[src/rtl/mem_responder_pkg.sv]
// Shared state type and default widths for the mem_responder slice.
package mem_responder_pkg;

    localparam int          AWIDTH_DEF   = 5;
    localparam int          DWIDTH_DEF   = 8;
    localparam int          CNT_W_DEF    = 16;
    localparam int unsigned WP_LIMIT_DEF = 8;

    typedef enum logic [1:0] {
        M_IDLE  = 2'd0,
        M_READ  = 2'd1,
        M_WRITE = 2'd2,
        M_ERR   = 2'd3
    } mem_state_t;

endpackage

[src/rtl/mem_array.sv]
// DEPTH x DWIDTH word store: one write port where the test-load port beats the bus,
// and one registered read port whose output holds while rd_en_i is low.
module mem_array
    import mem_responder_pkg::*;
#(
    parameter int AWIDTH = AWIDTH_DEF,
    parameter int DWIDTH = DWIDTH_DEF
) (
    input  logic              clk,
    input  logic              rst_,
    input  logic              we_i,
    input  logic [AWIDTH-1:0] addr_i,
    input  logic [DWIDTH-1:0] wdata_i,
    input  logic              tl_en_i,
    input  logic [AWIDTH-1:0] tl_addr_i,
    input  logic [DWIDTH-1:0] tl_data_i,
    input  logic              rd_en_i,
    input  logic [AWIDTH-1:0] raddr_i,
    output logic [DWIDTH-1:0] rd_data_o
);

    localparam int DEPTH = 2 ** AWIDTH;

    logic [DWIDTH-1:0] mem_q [DEPTH];
    logic [DWIDTH-1:0] rd_data_q;
    logic              wr_en;
    logic [AWIDTH-1:0] wr_addr;
    logic [DWIDTH-1:0] wr_data;

    always_comb begin
        wr_en   = tl_en_i | we_i;
        wr_addr = tl_en_i ? tl_addr_i : addr_i;
        wr_data = tl_en_i ? tl_data_i : wdata_i;
    end

    // Storage is intentionally not reset; contents survive rst_.
    always_ff @(posedge clk) begin
        if (wr_en) begin
            mem_q[wr_addr] <= wr_data;
        end
    end

    always_ff @(posedge clk or negedge rst_) begin
        if (!rst_) begin
            rd_data_q <= '0;
        end else if (rd_en_i) begin
            rd_data_q <= mem_q[raddr_i];
        end
    end

    assign rd_data_o = rd_data_q;

endmodule

[src/rtl/mem_responder.sv]
// Memory responder for the CPU controller strobes: registered reads, one commit per write strobe,
// sticky bus-error capture, saturating counters. Define MEM_WRPROT_EN to block bus writes below WP_LIMIT.
//
// state   | meaning
// M_IDLE  | no strobe active, waiting for mem_rd or mem_wr
// M_READ  | read strobe active, data_out refreshed from latched address
// M_WRITE | write already committed, waiting for mem_wr to drop
// M_ERR   | illegal strobe combination seen, absorbing until rst_
module mem_responder
    import mem_responder_pkg::*;
#(
    parameter int          AWIDTH   = AWIDTH_DEF,
    parameter int          DWIDTH   = DWIDTH_DEF,
    parameter int          CNT_W    = CNT_W_DEF,
    parameter int unsigned WP_LIMIT = WP_LIMIT_DEF
) (
    input  logic              clk,
    input  logic              rst_,
    input  logic [AWIDTH-1:0] addr,
    input  logic              mem_rd,
    input  logic              mem_wr,
    input  logic [DWIDTH-1:0] data_in,
    output logic [DWIDTH-1:0] data_out,
    output logic              data_valid,
    output logic              bus_err,
    output logic              wp_viol,
    output logic [CNT_W-1:0]  rd_count,
    output logic [CNT_W-1:0]  wr_count,
    input  logic              tl_en,
    input  logic [AWIDTH-1:0] tl_addr,
    input  logic [DWIDTH-1:0] tl_data
);

    localparam logic [CNT_W-1:0] CNT_MAX = '1;

`ifdef MEM_WRPROT_EN
    localparam logic WP_ON = 1'b1;
`else
    localparam logic WP_ON = 1'b0;
`endif

    mem_state_t        state_q, state_d;
    logic [AWIDTH-1:0] addr_q, addr_d;
    logic              valid_q, valid_d;
    logic              bus_err_q, bus_err_d;
    logic              wp_viol_q, wp_viol_d;
    logic [CNT_W-1:0]  rd_count_q, rd_count_d;
    logic [CNT_W-1:0]  wr_count_q, wr_count_d;
    logic              rd_inc, wr_inc;
    logic              bus_we, rd_en;
    logic              wp_hit;

    assign wp_hit = WP_ON && (32'(addr) < WP_LIMIT);

    always_comb begin
        state_d   = state_q;
        addr_d    = addr_q;
        valid_d   = 1'b0;
        bus_err_d = bus_err_q;
        wp_viol_d = 1'b0;
        rd_inc    = 1'b0;
        wr_inc    = 1'b0;
        bus_we    = 1'b0;
        rd_en     = 1'b0;
        case (state_q)
            M_IDLE: begin
                if (mem_rd && mem_wr) begin
                    state_d   = M_ERR;
                    bus_err_d = 1'b1;
                end else if (mem_rd) begin
                    state_d = M_READ;
                    addr_d  = addr;
                    rd_en   = 1'b1;
                    valid_d = 1'b1;
                    rd_inc  = 1'b1;
                end else if (mem_wr) begin
                    state_d = M_WRITE;
                    if (wp_hit) begin
                        wp_viol_d = 1'b1;
                    end else begin
                        bus_we = 1'b1;
                        wr_inc = 1'b1;
                    end
                end
            end
            M_READ: begin
                if (mem_wr) begin
                    state_d   = M_ERR;
                    bus_err_d = 1'b1;
                end else if (!mem_rd) begin
                    state_d = M_IDLE;
                end else if (addr != addr_q) begin
                    // Address moved under a held strobe: drop valid for a cycle, re-fetch next.
                    addr_d = addr;
                end else begin
                    rd_en   = 1'b1;
                    valid_d = 1'b1;
                end
            end
            M_WRITE: begin
                if (mem_rd) begin
                    state_d   = M_ERR;
                    bus_err_d = 1'b1;
                end else if (!mem_wr) begin
                    state_d = M_IDLE;
                end
            end
            M_ERR: begin
                bus_err_d = 1'b1;
            end
            default: begin
                state_d   = M_ERR;
                bus_err_d = 1'b1;
            end
        endcase
    end

    always_comb begin
        rd_count_d = rd_count_q;
        wr_count_d = wr_count_q;
        if (rd_inc && (rd_count_q != CNT_MAX)) begin
            rd_count_d = rd_count_q + CNT_W'(1);
        end
        if (wr_inc && (wr_count_q != CNT_MAX)) begin
            wr_count_d = wr_count_q + CNT_W'(1);
        end
    end

    always_ff @(posedge clk or negedge rst_) begin
        if (!rst_) begin
            state_q    <= M_IDLE;
            addr_q     <= '0;
            valid_q    <= 1'b0;
            bus_err_q  <= 1'b0;
            wp_viol_q  <= 1'b0;
            rd_count_q <= '0;
            wr_count_q <= '0;
        end else begin
            state_q    <= state_d;
            addr_q     <= addr_d;
            valid_q    <= valid_d;
            bus_err_q  <= bus_err_d;
            wp_viol_q  <= wp_viol_d;
            rd_count_q <= rd_count_d;
            wr_count_q <= wr_count_d;
        end
    end

    mem_array #(
        .AWIDTH (AWIDTH),
        .DWIDTH (DWIDTH)
    ) u_mem_array (
        .clk       (clk),
        .rst_      (rst_),
        .we_i      (bus_we),
        .addr_i    (addr),
        .wdata_i   (data_in),
        .tl_en_i   (tl_en),
        .tl_addr_i (tl_addr),
        .tl_data_i (tl_data),
        .rd_en_i   (rd_en),
        .raddr_i   (addr),
        .rd_data_o (data_out)
    );

    assign data_valid = valid_q;
    assign bus_err    = bus_err_q;
    assign wp_viol    = wp_viol_q;
    assign rd_count   = rd_count_q;
    assign wr_count   = wr_count_q;

endmodule

[config.mk]
export PLATFORM = sky130hd
export DESIGN_NAME = mem_responder
export DESIGN_NICKNAME = d
export VERILOG_FILES = /design/src/rtl/mem_responder_pkg.sv /design/src/rtl/mem_array.sv /design/src/rtl/mem_responder.sv
export SDC_FILE = /design/constraint.sdc
export NUM_CORES = 1
export LEC_CHECK = 0
export ABC_AREA = 1
export CORE_MARGIN = 2
export CORE_UTILIZATION = 57
export DETAILED_ROUTE_END_ITERATION = 8
export PLACE_DENSITY = 0.8
export RECOVER_POWER = 100
export SKIP_LAST_GASP = 1
export SLEW_MARGIN = 10
export SYNTH_ARGS = -nofsm -noshare
export SYNTH_HDL_FRONTEND = slang
export SYNTH_SLANG_ARGS = --single-unit
[constraint.sdc]
create_clock -name clk -period 2.67 [get_ports clk]
set_input_delay 0.534 -clock clk [delete_from_list [all_inputs] [get_ports clk]]
set_output_delay 0.534 -clock clk [all_outputs]
set_load 0.02 [all_outputs]
# == Yosys cells after proc, flatten, opt, wreduce, memory -nomap -nowiden ==
# Memories as Yosys holds them, arrays and structs flattened. A register that Yosys moved wholly into a read port is not among the register bits.
# Index checks and enable logic that the tools add are counted.
# word_totals
mem_count,1
output_inout_bits,43
ff_bits,41
elab_cells,70
mem_bits_rw,256
inputBits,31
# memory_table
name,words,word_bits,read_ports,rd_clocked_by_memory_dff,wr,line_no,source
u_mem_array.mem_q,32,8,1,1,1,mem_array.sv:24,logic [DWIDTH-1:0] mem_q [DEPTH];
# op_classes
muxes,33
eq_ne,17
bitwise,1
addsub,2
n_reduce_logical,10
# ops
cell,count
adder 16 x 1 -> 16 bit (second input constant),2
!= test 16 bit (second input constant),2
2-to-1 mux 5 bit,6
!= test 2 bit (second input constant),8
2-to-1 mux 1 bit,15
2-to-1 mux 2 bit,7
case mux 5 bit (2 select lines),1
2-to-1 mux 8 bit,1
!= test 3 bit (second input constant),2
case mux 2 bit (3 select lines),1
AND reduction 6 bit,1
!= test 5 bit,1
== test 2 bit (second input constant),2
!= test 4 bit (second input constant),1
case mux 1 bit (4 select lines),1
AND reduction 4 bit,1
logical AND 1 bit,3
AND reduction 3 bit,1
nonzero test 3 bit,1
== test 2 x 1 -> 1 bit (second input constant),1
logical NOT 2 bit,1
case mux 1 bit (2 select lines),1
nonzero test 2 bit,1
logical NOT 1 bit,1
OR 1 bit,1

# == Logic depth before layout (Yosys ltp) ==
# Gate-level depths: netlist (run 1).
# depth
depth_word,7
ltp_mapped,12
depth_no_buf,9

# == Cells and area by module ==
# A second synthesis (run 1) with hierarchy kept.
# unflattened
cells_unflattened,1302
hier_area_um2,13440.4
# by_module_without_submodules
module,area_per_inst_um2,n_inst,seq_area_each_um2,cells_per_inst
mem_array,10887.9,1,7887.6,967
mem_responder,2552.4,1,1026.0,335

# == Worst setup path after synthesis (run 1) ==
# OpenSTA, ideal clock, no wires.
# synth_path
path_type,register to register
startpoint,reg state_q[0]
endpoint,mem u_mem_array.mem_q[0][0] (netlist name) (enable)
arrival_time_ns,1.784
required_ns,2.300
setup_time_ns,0.370
path_buffers,0
synth_period_minus_slack_ns,2.154
stages_incl_launch_ff,8
path_slack_ns,0.516
path_cell_list,dfrtp_1 -> inv_1 -> ha_1 -> inv_1 -> nor3_1 -> or2_2 -> nand3_1 -> nor2_1
# synth_between
elab_chain_len,5
# synth_rtl
element,line_no,source
start: declaration,mem_responder.sv:42,"mem_state_t state_q, state_d;"
start signal: assignment,mem_responder.sv:139,state_q <= state_d;
logical NOT 2 bit,mem_responder.sv:65,case (state_q)
2-to-1 mux 1 bit,mem_responder.sv:65,
OR 1 bit,mem_array.sv:31,wr_en = tl_en_i | we_i;
2-to-1 mux 1 bit,mem_array.sv:38,if (wr_en) begin
2-to-1 mux 1 bit (implied by the code),mem_array.sv:39,mem_q[wr_addr] <= wr_data;
end: declaration,mem_array.sv:24,
# Every way passes these cells.

# == Final worst setup path (run 1) ==
# layout_path
startpoint,reg state_q[0]
endpoint,mem u_mem_array.mem_q[19][2] (netlist name) (enable)
# Same word-level chain as after synthesis.

==> results of run 1 <==
## where the power goes
part	switching (uW)	internal, uW
combinational	520	198
sequential	12.0	5250
clock	1780	2550
total	2310	7990
## registers in the layout (all words and copies together) (netlist names)
signal / flops
data_valid: 1
state_q: 2
bus_err: 1
u_mem_array.mem_q: 256
u_mem_array.rd_data_o: 8
rd_count: 16
addr_q: 5
wr_count: 16
## cells in the mapped netlist, types with 2 or more instances
| cell type | n | area share |
|---|---|---|
| nor2_2 | 3 | 0.0014 |
| o21ai_0 | 28 | 0.010 |
| clkbuf_1 | 20 | 0.0055 |
| nor3_1 | 12 | 0.0044 |
| buf_4 | 4 | 0.0022 |
| o21ai_2 | 2 | 0.0013 |
| xnor2_1 | 11 | 0.0071 |
| xor2_1 | 17 | 0.011 |
| buf_2 | 30 | 0.011 |
| nand3_1 | 181 | 0.066 |
| edfxtp_1 | 256 | 0.56 |
| inv_1 | 118 | 0.032 |
| or2_1 | 2 | 0.00092 |
| a21oi_1 | 3 | 0.0011 |
| o211ai_1 | 3 | 0.0017 |
| nor4_1 | 2 | 0.00092 |
| or2_2 | 4 | 0.0018 |
| buf_1 | 6 | 0.0017 |
| nor2_1 | 69 | 0.019 |
| buf_6 | 2 | 0.0017 |
| nand2_1 | 530 | 0.15 |
| nand4_1 | 8 | 0.0037 |
| o21ai_1 | 6 | 0.0022 |
| dfrtp_1 | 49 | 0.090 |
| ha_1 | 6 | 0.0055 |
| inv_2 | 7 | 0.0019 |
## layout make-up
| cell class | count | share of cell area |
|---|---|---|
| timing repair buffer | 144 | 0.07498 |
| multi-input combinational | 894 | 0.2457 |
| sequential | 305 | 0.5593 |
| inverter | 126 | 0.02991 |
| clock inverter | 19 | 0.01193 |
| clock buffer | 39 | 0.05315 |
| tap | 319 | 0.02505 |
## final timing paths
| kind | start | endpoint | slack [ns] | cells after the start |
|---|---|---|---|---|
| hold / removal | rst_ | wr_count[6] | 0.29 | 2 |
| setup reg to reg | state_q[0] | u_mem_array.mem_q[19][2] | 0.21 | 10 |
| setup / recovery | state_q[0] | u_mem_array.mem_q[19][2] | 0.21 | 10 |
| max in group asynchronous | rst_ | rd_count[4] | 1.62 | 2 |
| hold reg to reg | bus_err | bus_err | 0.46 | 1 |
| min in group clk | addr[0] | addr_q[0] | 0.45 | 3 |
## layer usage
| metal | up-vias | track usage | wire [um] |
|---|---|---|---|
| met2 | 509 | 0.4313 | 15220 |
| met1 | 4645 | 0.3599 | 13110 |
| met5 | - | 0 | 0 |
| li1 | 4777 | - | - |
| met3 | 100 | 0.05362 | 3304 |
| met4 | 0 | 0.1090 | 1356 |
## cell families after synthesis
kind of cell             synth area share
AND/OR/NAND/NOR                    0.2457
flip-flops                         0.6538
buffers and inverters             0.05690
AO/OA/AOI/OAI                     0.01982
XOR/XNOR                          0.01799
adder cells (fa/ha/maj)          0.005506
other                           0.0002751
## stage by stage
stage | utilization | hold WS, ns
after floorplan | - | 0.2384
after global placement | 0.6404 | 0.4407
after detailed placement | 0.6404 | 0.4488
after CTS | 0.6846 | 0.08677
after global routing | 0.6789 | 0.3950
final | 0.6789 | 0.2856
## cell usage in the layout, fill, tap and decap left out, drive strengths merged
cell type,netlist,layout
buf,42,38
a21o,1,1
clkinvlp,0,2
nand4,8,8
o211ai,4,4
bufinv,0,3
nor2,72,72
a21oi,4,4
ha,6,6
edfxtp,256,256
nor3,12,12
or2,6,6
a22o,1,1
conb,1,1
nand3,182,182
nor4,2,2
dlygate4sd3,0,43
clkinv,0,12
o21ai,36,36
xnor2,11,11
dfrtp,49,49
nand2,531,531
clkdlybuf4s50,0,26
inv,126,128
xor2,17,17
clkbuf,20,76
## worst max-delay path, delay by kind of cell (launching register included)
family                     cells  cell delay (ns)
DFF                            1             0.40
buffers and inverters          5             0.89
and+or+nand+nor                4             0.60
adders and majority gates      1             0.25
==> results_dict.tcl, run 1 <==
set metrics [dict create \
    insertion_delay_ns 0.58 \
    p_leak_uw 0.006765 \
    ant_nets 0 \
    cts_buffers 31 \
    finalNetCount 1539 \
    yosys_warnings 0 \
    syn_to_final_growth_pct 16.90 \
    yosysSeqAreaShare 0.6538 \
    power.density_mw_per_mm2 646.6 \
    crit_path_max_incr_delay_ns 0.40 \
    vias 10030 \
    finalSetupViolCount 0 \
    core_area_mm2 0.02347 \
    n_antenna_cell 0 \
    stdcell_count 1846 \
    slew-limit-headroom 0.1941 \
    cts_setup_buffers 0 \
    wl_mm 32.99 \
    period_minus_slack_ns 2.462 \
    max_freq_mhz 406.2 \
    rows 56 \
    gp_congestion 0.9260 \
    cts_resized 0 \
    hold_path_class "in -> async" \
    critical_path_class "reg -> reg" \
    track_usage 0.2678 \
    synth.distinct_cells 34 \
    start_util 0.5808 \
    io_buffers 72 \
    syn_avg_cell_area_um2 9.829 \
    fillers 1724 \
    clock_path_buffers 3 \
    synth_area_mm2 0.01363 \
    total_power_uw 10310 \
    die_w_um 158.7 \
    die_y_um 158.7 \
    wl_per_cell_um 17.87 \
    synthCells 1387 \
    arrival_ns 2.73 \
    status "finished clean" \
    seqCellArea_mm2 0.008914 \
    ir_worst_vdd_mv 0.7177 \
    grt_max_degree 93 \
    rsz0062_at_grt "no" \
    postCtsHoldBufs 0 \
    drtIter0Drc 1412 \
    worst_pin_slew_ns 1.209 \
    pre_cts_ws_ns 0.02538 \
    synth_top_flop_cell "edfxtp_1" \
    dr.pass1.iters 6 \
    grt_antenna_before_repair 0 \
    die_area_mm2 0.02517 \
    start_kind "flip-flop" \
    fin_setup_tns_ns 0 \
    critPathSlowestCell "dfrtp_1" \
    cap_violations 0 \
    finalClockSkew_ns 0.01828 \
    fin_ws_ns 0.2079 \
    finalHoldViolCount 0 \
    gr-total-overflow 0 \
    drive_above_1_share 0.08382 \
    final_cell_area_mm2 0.01594 \
    finalMaxSlewViolations 0 \
    hpwl_mm 20.86 \
    num_io_pins 74 \
    crit_fanout 8 \
    grt_pass1_wl_mm 50.54 \
    end_kind "flip-flop" \
    cts_root_buffer "clkbuf_16" \
    cts_tree "yes" \
    clk_pin_slew_ns 0.06 \
    grt_pass1_vias 9510 \
    min_period_over_period 0.9221 \
    synth_edf_count 256 \
    required_ns 2.94 \
    ys_ff_latch 305 \
    synthArstFlopShare 0.1607 \
    synth_nets 1424 \
    cp_cell_sequence "inv_1 > ha_1 > inv_1 > nor3_1 > clkbuf_1 > or2_2 > nand3_1 > clkbuf_2 > nor2_1 > clkbuf_2" \
    cts.htree.levels 1 \
    placed_cell_area_mm2 0.01503 \
    via_per_inst 5.434 \
    drc 0 \
    clock-sinks 305 \
    multiInputGateArea_mm2 0.003915 \
    dp_cells 1788 \
]
(Power assumes the default switching activity.)
==> run 2, diff against run 1 <==
- ABC_AREA: 1 -> 0
- HOLD_SLACK_MARGIN: default -> 0.12
- PLACE_DENSITY: 0.8 -> 0.81
- clock period: 2.67 -> 2.3 ns (I/O delays scaled with it)
==> run 2 against run 1 <==
Against the previous run: wire length down 11%; critical path depth down 4; synthesized cell count down 49%; synthesized area down 8.6%; setup slack worse by 0.13 ns; sequential share of layout area up 3.8 points; via count down 25%; global-route usage down 1.4 points; final cell count down 36%; critical path type is now in -> reg; largest cell class unchanged.
==> results_dict.tcl, run 2 <==
set metrics [dict create \
    p_leak_uw 0.005351 \
    dr.pass1.iters 6 \
    max_freq_mhz 449.7 \
    drtIter0Drc 968 \
    clock-sinks 305 \
    die_y_um 151.9 \
    wl_per_cell_um 24.84 \
    finalHoldViolCount 0 \
    drive_above_1_share 0.2216 \
    yosysSeqAreaShare 0.7153 \
    insertion_delay_ns 0.55 \
    cts.htree.levels 1 \
    synth_xor_area_frac 0.02249 \
    synth_top_area_share 0.6169 \
    finalClockSkew_ns 0.01204 \
    hold_path_class "in -> reg" \
    grt_antenna_before_repair 0 \
    clk_pin_slew_ns 0.06 \
    ir_worst_vdd_mv 0.5131 \
    via_per_inst 6.362 \
    synth_top_family_by_area "multiplexers" \
    total_power_uw 12710 \
    synth_top_flop_cell "edfxtp_1" \
    gr-total-overflow 0 \
    arrival_ns 2.43 \
    synth.distinct_cells 52 \
    synth_compound_area_frac 0.04167 \
    power.density_mw_per_mm2 851.4 \
    slew-limit-headroom 0.1904 \
    drc 0 \
    cap_violations 0 \
    grt_pass1_wl_mm 44.56 \
    synth_edf_count 256 \
    status "finished clean" \
    regMostFlops "u_mem_array.mem_q" \
    start_util 0.5763 \
    finalNetCount 913 \
    start_kind "input port" \
    n_antenna_cell 0 \
    rows 54 \
    cts_buffers 29 \
    min_period_over_period 0.9669 \
    yosys.area_share.simple 0.06105 \
    stdcell_count 1178 \
    syn_to_final_growth_pct 19.79 \
    gp_congestion 0.9058 \
    synthArstFlopShare 0.1607 \
    critical_path_class "in -> reg" \
    track_usage 0.2535 \
    syn_avg_cell_area_um2 17.70 \
    yosys_warnings 0 \
    num_io_pins 74 \
    layout_common_cells "256 x edfxtp_1, 54 x mux4_2, 52 x buf_4" \
    grt_max_degree 33 \
    ys_ff_latch 305 \
    worst_pin_slew_ns 1.214 \
    yosys.area_share.adder 0.006025 \
    vias 7495 \
    synth_area_mm2 0.01246 \
    grt_pass1_vias 7491 \
    yosys-mux-area-fraction 0.1347 \
    die_w_um 151.9 \
    io_buffers 72 \
    die_area_mm2 0.02306 \
    cts_root_buffer "clkbuf_16" \
    clock_path_buffers 3 \
    ant_nets 0 \
    finalSetupViolCount 0 \
    dp_cells 1124 \
    finalMaxSlewViolations 0 \
    cts_tree "yes" \
    yosysMostFrequentCell "edfxtp_1" \
    synthTopCellsByCount "256 x edfxtp_1, 54 x mux4_2, 49 x dfrtp_1, 48 x nor2_1, 33 x nand2_1" \
    wl_mm 29.26 \
    required_ns 2.50 \
    core_area_mm2 0.02162 \
    final_common_cell "edfxtp_1" \
    synth_nets 741 \
    synthTopCellsByArea "edfxtp_1 62%, dfrtp_1 9.8%, mux4_2 9.8%, mux2i_1 2.2%, xnor2_1 1.5%" \
    end_kind "flip-flop" \
    yosys.area.top_type "edfxtp_1" \
    crit_fanout 32 \
    hpwl_mm 19.62 \
    cts_setup_buffers 0 \
    synthCells 704 \
    largest_reg_flops 256 \
    period_minus_slack_ns 2.224 \
]
run 2: kinds of logic after synthesis:
group | count (synthesis)
mux | 98
flops | 305
buf+inv | 37
compound gates | 74
xor+xnor | 32
other cells | 1
fa+ha+maj | 6
simple gates | 151
run 2: per-stage QoR:
stage	setup WS (ns)	hold WS [ns]	setup TNS [ns]	area (um2)	utilization
after detailed placement	-0.5742	0.4542	-78.75	14220	0.6576
after floorplan	0.09749	0.1644	0	12460	-
after global routing	-0.04217	0.3810	-1.468	14930	0.6904
after CTS	0.01608	0.3680	0	15120	0.6994
after global placement	-0.5190	0.4493	-70.69	14220	0.6576
final	0.07608	0.3865	0	14930	0.6904
run 2: routing by layer:
layer / vias up / part of all wire / global-route usage
li1: 3143 / - / -
met1: 3752 / 0.37 / 0.3566
met2: 519 / 0.49 / 0.4163
met3: 81 / 0.10 / 0.04335
met4: 0 / 0.032 / 0.07388
met5: - / 0 / 0
run 2: cell type report:
type / instances / area [um2]
Clock buffer: 37 / 775.7
Sequential cell: 305 / 8914
Tap cell: 280 / 350.3
Fill cell: 1352 / 6694
Clock inverter: 16 / 107.6
Inverter: 8 / 30.03
Timing Repair Buffer: 170 / 1411
Multi-Input combinational cell: 362 / 3338
run 2: timing repair:
action,4_1_cts,5_1_grt
hold buffers,1,0
setup endpoints to repair,128,97
gates resized for setup,2,4
hold endpoints to repair,22,0
run 2: worst max-delay path: stages:
cell	delay, ns
clkdlybuf4s50_1	0.45
clkbuf_2	0.32
clkbuf_1	0.20
clkbuf_2	0.28
mux2_1	0.35
clkbuf_4	0.33
run 2: final timing paths:
kind | slack [ns] | start | endpoint | depth (start not counted)
worst max register to register | 0.09 | state_q[0] | u_mem_array.mem_q[24][5] | 8
max in group asynchronous | 0.49 | rst_ | data_valid | 3
worst min-delay path | 0.39 | addr[2] | addr_q[2] | 2
min in group asynchronous | 0.69 | rst_ | wr_count[5] | 2
worst min register to register | 0.46 | bus_err | bus_err | 1
worst max-delay path | 0.08 | tl_en | u_mem_array.mem_q[9][3] | 6
run 2: report_power, final:
group / switching [uW] / internal [uW]
logic: 1020 / 755
clock network: 1950 / 2490
registers: 200 / 6290
